File: src/rtl/branch_resolver.sv
// Resolution end of the branch-prediction loop: queues fetch-time predictions in order,
// checks each against the execute outcome, emits training/flush pulses and keeps perf counters.
module branch_resolver #(
  parameter int DEPTH  = 4,
  parameter int ADDR_W = 32,
  parameter int CNT_W  = 16
) (
  input  logic              clock,
  input  logic              reset_n,
  input  logic              pred_valid,
  input  logic              pred_taken,
  input  logic [ADDR_W-1:0] pred_target,
  input  logic [ADDR_W-1:0] pred_fallthrough,
  output logic              pred_ready,
  input  logic              res_valid,
  input  logic              res_taken,
  input  logic [ADDR_W-1:0] res_target,
  output logic              outcome_valid,
  output logic              outcome_taken,
  output logic              mispredict,
  output logic [ADDR_W-1:0] redirect_pc,
  output logic [CNT_W-1:0]  branch_count,
  output logic [CNT_W-1:0]  mispredict_count,
  output logic              underflow_err
);

  localparam int PTR_W = $clog2(DEPTH);
  localparam int OCC_W = PTR_W + 1;

  function automatic logic [CNT_W-1:0] sat_inc(input logic [CNT_W-1:0] v, input logic en);
    return (en && (v != '1)) ? v + CNT_W'(1) : v;
  endfunction

  logic              taken_mem  [DEPTH];
  logic [ADDR_W-1:0] target_mem [DEPTH];
  logic [ADDR_W-1:0] fall_mem   [DEPTH];

  logic [PTR_W-1:0]  rd_ptr_q, rd_ptr_d, wr_ptr_q, wr_ptr_d;
  logic [OCC_W-1:0]  occ_q, occ_d;
  logic              outcome_valid_q, outcome_valid_d;
  logic              outcome_taken_q, outcome_taken_d;
  logic              mispredict_q, mispredict_d;
  logic [ADDR_W-1:0] redirect_pc_q, redirect_pc_d;
  logic [CNT_W-1:0]  branch_cnt_q, branch_cnt_d;
  logic [CNT_W-1:0]  mispred_cnt_q, mispred_cnt_d;
  logic              underflow_q, underflow_d;

  logic              full, empty, push, pop, mis;
  logic              head_taken;
  logic [ADDR_W-1:0] head_target, head_fall;

  assign full        = (occ_q == OCC_W'(DEPTH));
  assign empty       = (occ_q == '0);
  assign pred_ready  = !full;
  assign push        = pred_valid && !full;
  assign pop         = res_valid && !empty;
  assign head_taken  = taken_mem[rd_ptr_q];
  assign head_target = target_mem[rd_ptr_q];
  assign head_fall   = fall_mem[rd_ptr_q];
  // A taken branch is also wrong when it went to a different target than predicted.
  assign mis = pop && ((res_taken != head_taken) ||
                       (res_taken && (res_target != head_target)));

  always_comb begin
    rd_ptr_d        = rd_ptr_q;
    wr_ptr_d        = wr_ptr_q;
    occ_d           = occ_q;
    outcome_valid_d = pop;
    // Direction and redirect PC are zeroed outside their pulses so idle outputs stay quiet.
    outcome_taken_d = pop && res_taken;
    mispredict_d    = mis;
    redirect_pc_d   = '0;
    branch_cnt_d    = sat_inc(branch_cnt_q, pop);
    mispred_cnt_d   = sat_inc(mispred_cnt_q, mis);
    underflow_d     = underflow_q || (res_valid && empty);
    if (mis) begin
      redirect_pc_d = res_taken ? res_target : head_fall;
      rd_ptr_d      = '0;
      wr_ptr_d      = '0;
      occ_d         = '0;
    end else begin
      rd_ptr_d = rd_ptr_q + PTR_W'(pop);
      wr_ptr_d = wr_ptr_q + PTR_W'(push);
      occ_d    = occ_q + OCC_W'(push) - OCC_W'(pop);
    end
  end

  always_ff @(posedge clock) begin
    if (!reset_n) begin
      rd_ptr_q        <= '0;
      wr_ptr_q        <= '0;
      occ_q           <= '0;
      outcome_valid_q <= 1'b0;
      outcome_taken_q <= 1'b0;
      mispredict_q    <= 1'b0;
      redirect_pc_q   <= '0;
      branch_cnt_q    <= '0;
      mispred_cnt_q   <= '0;
      underflow_q     <= 1'b0;
    end else begin
      rd_ptr_q        <= rd_ptr_d;
      wr_ptr_q        <= wr_ptr_d;
      occ_q           <= occ_d;
      outcome_valid_q <= outcome_valid_d;
      outcome_taken_q <= outcome_taken_d;
      mispredict_q    <= mispredict_d;
      redirect_pc_q   <= redirect_pc_d;
      branch_cnt_q    <= branch_cnt_d;
      mispred_cnt_q   <= mispred_cnt_d;
      underflow_q     <= underflow_d;
    end
  end

  // Entry storage carries no reset; occupancy alone decides what is live.
  always_ff @(posedge clock) begin
    if (push && !mis) begin
      taken_mem[wr_ptr_q]  <= pred_taken;
      target_mem[wr_ptr_q] <= pred_target;
      fall_mem[wr_ptr_q]   <= pred_fallthrough;
    end
  end

  assign outcome_valid    = outcome_valid_q;
  assign outcome_taken    = outcome_taken_q;
  assign mispredict       = mispredict_q;
  assign redirect_pc      = redirect_pc_q;
  assign branch_count     = branch_cnt_q;
  assign mispredict_count = mispred_cnt_q;
  assign underflow_err    = underflow_q;

endmodule

File: config.mk
export PLATFORM = sky130hd
export DESIGN_NAME = branch_resolver
export DESIGN_NICKNAME = d
export VERILOG_FILES = /design/src/rtl/branch_resolver.sv
export SDC_FILE = /design/constraint.sdc
export NUM_CORES = 1
export LEC_CHECK = 0
export CAP_MARGIN = 20
export CORE_ASPECT_RATIO = 0.7
export CORE_MARGIN = 3
export CORE_UTILIZATION = 55
export CTS_CLUSTER_DIAMETER = 200
export DETAILED_ROUTE_END_ITERATION = 7
export MAX_ROUTING_LAYER = met4
export PLACE_DENSITY = 0.8
export SYNTH_ARGS = -nofsm -noshare
export SYNTH_HDL_FRONTEND = slang
export SYNTH_SLANG_ARGS = --single-unit
File: constraint.sdc
create_clock -name clock -period 13.9 [get_ports clock]
set_clock_uncertainty 0.2 [all_clocks]
set_input_delay 4.17 -clock clock [delete_from_list [all_inputs] [get_ports clock]]
set_output_delay 4.17 -clock clock [all_outputs]
set_load 0.005 [all_outputs]
[Word level (Yosys, flattened, before mapping)]
Memory sizes are Yosys's and may differ from the RTL's. A register that Yosys moved wholly into a read port is not among the register bits.
Index checks and enable logic that the tools add are counted.
Cells by class
  $add $sub $neg: 6
  multiply operators: 0
  divide/modulo/power cells: 0
  magnitude comparators: 0
  equal/unequal tests: 5
  shifts and indexed selects: 0
  mux-type cells: 6
  bitwise operators: 1
  reduce and logical (&&, ||, !) cells: 17
Operators by type and width (number)
  adder 16 x 1 -> 16 bit (second input constant): 2
  2-to-1 mux 32 bit: 1
  != test 16 bit (second input constant): 2
  != test 32 bit: 1
  logical AND 1 bit: 9
  2-to-1 mux 2 bit: 3
  adder 2 x 1 -> 2 bit: 2
  adder 3 x 1 -> 3 bit: 1
  == test 3 bit (second input constant): 1
  logical NOT 1 bit: 3
  logical NOT 3 bit: 1
  subtractor 3 x 1 -> 3 bit: 1
  logical OR 1 bit: 2
  2-to-1 mux 1 bit: 2
  AND reduction 2 bit: 1
  OR reduction 2 bit: 1
  != test 1 bit: 1
  inverter 1 bit: 1
Word-level totals
  bits in registers: 75
  latch bits: 0
  bits in writable memories: 260
  bits in read-only memories: 0
  input port bits: 102
  output and inout bits: 69
  logic and storage cells: 48
  memories kept: 3
Memories
  fall_mem: words 4, width 32, read ports 1, clocked after Yosys merged registers in 1, write ports 1, RTL line 36  | logic [ADDR_W-1:0] fall_mem [DEPTH];
  target_mem: words 4, width 32, read ports 1, clocked after Yosys merged registers in 1, write ports 1, RTL line 35  | logic [ADDR_W-1:0] target_mem [DEPTH];
  taken_mem: words 4, width 1, read ports 1, clocked after Yosys merged registers in 1, write ports 1, RTL line 34  | logic taken_mem [DEPTH];

[Longest topological paths before layout]
  depth after elaboration: 8
  gate-level depth with buffers: 12
  depth with buffers taken out: 11

[Worst setup path after synthesis]
OpenSTA, ideal clock, no wires.
  path type: input -> register
  start: input port res_target[12]
  end: memory fall_mem[0][0] (enable)
  setup time: 0.648 ns
  arrival time: 11.442 ns
  required time: 13.052 ns
  slack: 1.610 ns
  cell stages on the path: 7
  buffers on the path: 1
  cell sequence: a222oi_1 a22oi_1 nor4_1 and4_4 buf_6 nor2_2 nor4_1
On the way
  cells in the longest elaborated chain, start to end: 8
RTL lines
  start: declaration: RTL line 17  | input logic [ADDR_W-1:0] res_target,
  != test 32 bit: RTL line 62  | (res_taken && (res_target != head_target)));
  logical AND 1 bit: RTL line 62
  logical OR 1 bit: RTL line 61  | assign mis = pop && ((res_taken != head_taken) ||
  logical AND 1 bit: RTL line 61
  logical NOT 1 bit: RTL line 116  | if (push && !mis) begin
  logical AND 1 bit: RTL line 116
  2-to-1 mux 1 bit: RTL line 116
  2-to-1 mux 1 bit (implied by the code): RTL line 119  | fall_mem[wr_ptr_q] <= pred_fallthrough;
  end: declaration: RTL line 36
Every way passes these cells.

[Worst setup path in the final report]
  start: input port res_target[19]
  end: memory fall_mem[1][25] (enable)
The elaborated chain is that of the path after synthesis.

==> flow_summary_export.csv <==
group,metric,value,unit
timing,hold_slack,292,ps
power_and_ir_drop,irDropWorstVdd,0.140,mV
cts,hold_buffers,0,
drt,ant_nets,0,
critical_path,worst_ep_arrival_time,7310,ps
drt,vias,7244,
final_layout,syn2layout_area_growth,22.7,%
job,cap_violations,0,
cts,htreeDepth,1,
final_layout,final-instance-count-excl-fill,1274,
timing,setup_viol,0,
critical_path,worstSetupStartpointType,"input pin",
grt,antenna_found_initial,3,
outcome,status,"complete, no violations",
drt,remaining_drc_errors,0,
power_and_ir_drop,p_per_area,162,nW/µm²
cts,ctsResizeCount,0,
logic_synthesis,yosysWarnings,0,
critical_path,worstSetupEndpointType,"flop",
timing,slew_headroom,0.302,
place,gp_congestion,0.837,
floorplan,die_w,190,µm
drt,via_per_inst,5.69,
critical_path,crit_path_max_fanout,65,
power_and_ir_drop,p_leak,5.27,nW
floorplan,rows,46,
grt,track_usage,0.218,
worst_hold_path,hold_class,"flop to flop",
timing,rsz0062_at_grt,"false",
drt,drt_iter0_drc,539,
cts,clkLatencyLatePin,540,ps
logic_synthesis,ys_seq_elements,335,
logic_synthesis,ys_seq_area_frac,0.711,
logic_synthesis,synthTopCellsByArea,"edfxtp_1 60%, dfxtp_1 11%, mux4_2 10%",
logic_synthesis,syn-num-nets,864,
floorplan,coreArea,23000,µm²
place,portBuffers,170,
place,place_inst,1213,
timing,fin_tns_setup,0,ps
logic_synthesis,netlist_area,13100,µm²
logic_synthesis,synth_top_area_frac,0.597,
timing,timing.final.crit_share,0.529,
floorplan,io_pins,171,
drt,wl_per_cell,21.6,µm
timing,tightest_slew,1040,ps
cts,cts_inserted_buffers,31,
drt,drtPass1Iterations,4,
logic_synthesis,async_flop_share,0,
cts,clk_path_buf_depth,3,
floorplan,die_h,135,µm
drt,wirelength,27500,µm
critical_path,crit_path_end,"fall_mem[1][25]$_DFFE_PP_",
logic_synthesis,synthCells,755,
timing,fin_crit,7350,ps
grt,grt_overflow_total,0,
logic_synthesis,ys.flop_type,"edfxtp_1",
final_layout,nets,1043,
critical_path,cp.required,13860,ps
cts,post-cts-setup-buffers,0,
critical_path,r2r-start,"rd_ptr_q[0]$_SDFF_PP0_",
place,dp_hpwl,17200,µm
cts,clockRootBuffer,"clkbuf_16",
critical_path,r2r_slack,8590,ps
timing,clock.fmax,136,MHz
critical_path,reg2regPathDepth,9,
logic_synthesis,synth_edf_count,260,
grt,grt_max_degree,66,
critical_path,critical_path.startpoint,"res_target[19]",
cts,tritoncts,"built",
logic_synthesis,yosysTopAreaCell,"edfxtp_1",
timing,finalHoldViolCount,0,
cts,clkTransAtPathRegs,60,ps
logic_synthesis,ys_types,53,
final_layout,drive_gt1_frac,0.136,
logic_synthesis,synth.avg_cell_area,17.3,µm²
grt,grt_pass1_vias,7227,
cts,cts.sinks,335,
critical_path,worstSetupPathType,"input pin to flop",
critical_path,r2r_end,"fall_mem[1][25]$_DFFE_PP_",
floorplan,initial_core_util,0.569,
floorplan,fp.dieArea,25700,µm²
grt,grt_pass1_wl,41700,µm
timing,drv_slew,0,
[cell type report]
type                            count  area (µm²)
Clock inverter                     16         124
Inverter                           15        56.3
Sequential cell                   335        9320
Clock buffer                       41         853
Timing Repair Buffer              179        1760
Fill cell                        1485        6970
Tap cell                          312         390
Multi-Input combinational cell    372        3540
Antenna cell                        4        10.0
[power by group]
group	total (mW)	internal (mW)	switching, mW
combinational	0.519	0.264	0.255
sequential	1.27	1.21	0.0571
clock	0.812	0.465	0.346
total	2.60	1.94	0.658
[metal layers]
metal,up-vias,global-route usage,wire length [µm]
li1,3285,-,-
met1,3682,0.317,12400
met2,232,0.325,12600
met3,45,0.0444,1860
met4,0,0.0521,610
met5,-,-,0
[how the worst min path moves through the flow]
| stage | start | to | slack (ps) | depth (start not counted) |
|---|---|---|---|---|
| after floorplan | underflow_err$_SDFF_PN0_ | underflow_err$_SDFF_PN0_ | 260 | 2 |
| after global placement | underflow_err$_SDFF_PN0_ | underflow_err$_SDFF_PN0_ | 250 | 2 |
| after detailed placement | mispredict_count[4]$_SDFFE_PN0P_ | mispredict_count[4]$_SDFFE_PN0P_ | 270 | 2 |
| after CTS | mispredict_count[4]$_SDFFE_PN0P_ | mispredict_count[4]$_SDFFE_PN0P_ | 290 | 2 |
| after global routing | mispredict_count[10]$_SDFFE_PN0P_ | mispredict_count[10]$_SDFFE_PN0P_ | 320 | 2 |
| final | mispredict_count[4]$_SDFFE_PN0P_ | mispredict_count[4]$_SDFFE_PN0P_ | 290 | 2 |
[sequential cells by signal, summed over array words and instances, names as in the netlist, 3 cells and up]
name / cells
fall_mem: 128
target_mem: 128
redirect_pc: 32
branch_count: 16
mispredict_count: 16
taken_mem: 4
occ_q: 3
[through the flow]
| step | setup WS (ps) | instance area (µm²) | util | total power, mW |
|---|---|---|---|---|
| global route | 6380 | 16100 | 0.697 | 2.71 |
| detailed placement | 5980 | 15100 | 0.655 | 1.81 |
| global placement | 6020 | 15100 | 0.655 | 1.80 |
| CTS | 6540 | 16000 | 0.697 | 2.62 |
| finish | 6550 | 16100 | 0.697 | 2.60 |
| floorplan | 1610 | 13100 | - | 1.66 |
[layout by cell type, fill, tap and decap left out, types with 15 or more instances in the layout]
master           instances
nor2_1                  53
edfxtp_1               260
xor2_1                  19
xnor2_1                 24
mux2i_1                 57
clkdlybuf4s50_1        169
dfxtp_1                 73
clkbuf_16               31
mux4_2                  59
inv_1                   15
nand2_1                 30
[critical path, cell delays in order]
cell and delay (ps):
clkdlybuf4s50_1 490, xnor2_1 250, nand4_1 130, nor4_1 480, and4_4 520, nor2_2 170, nor4b_4 270, buf_4 790
[cells by family (layout without fill, tap and decap cells)]
group,after synthesis,count (layout),synth area share
AND/OR/NAND/NOR,170,170,0.0670
XOR/XNOR,43,43,0.0288
buffers and inverters,48,251,0.0205
other,0,4,0
adder cells (fa/ha/maj),7,7,0.00726
multiplexers,119,119,0.148
flip-flops,335,335,0.711
AO/OA/AOI/OAI,33,33,0.0173
[synthesized netlist by cell type (3+ instances only)]
library cell,number
edfxtp_1,260
inv_1,15
a21oi_1,9
buf_6,3
xor2_1,19
xnor2_1,24
nor3_1,14
nand2b_1,13
buf_2,9
nand4_1,9
ha_1,6
buf_4,4
o21ai_1,3
buf_1,3
o21ai_0,5
mux4_2,59
nand3_1,10
dfxtp_1,75
nor3_2,4
or3_1,6
nor2_1,53
and3_1,11
nand2_1,30
mux2i_1,57
clkbuf_1,11
nor4_1,5
Note: power is estimated with default switching activity, not from simulation.
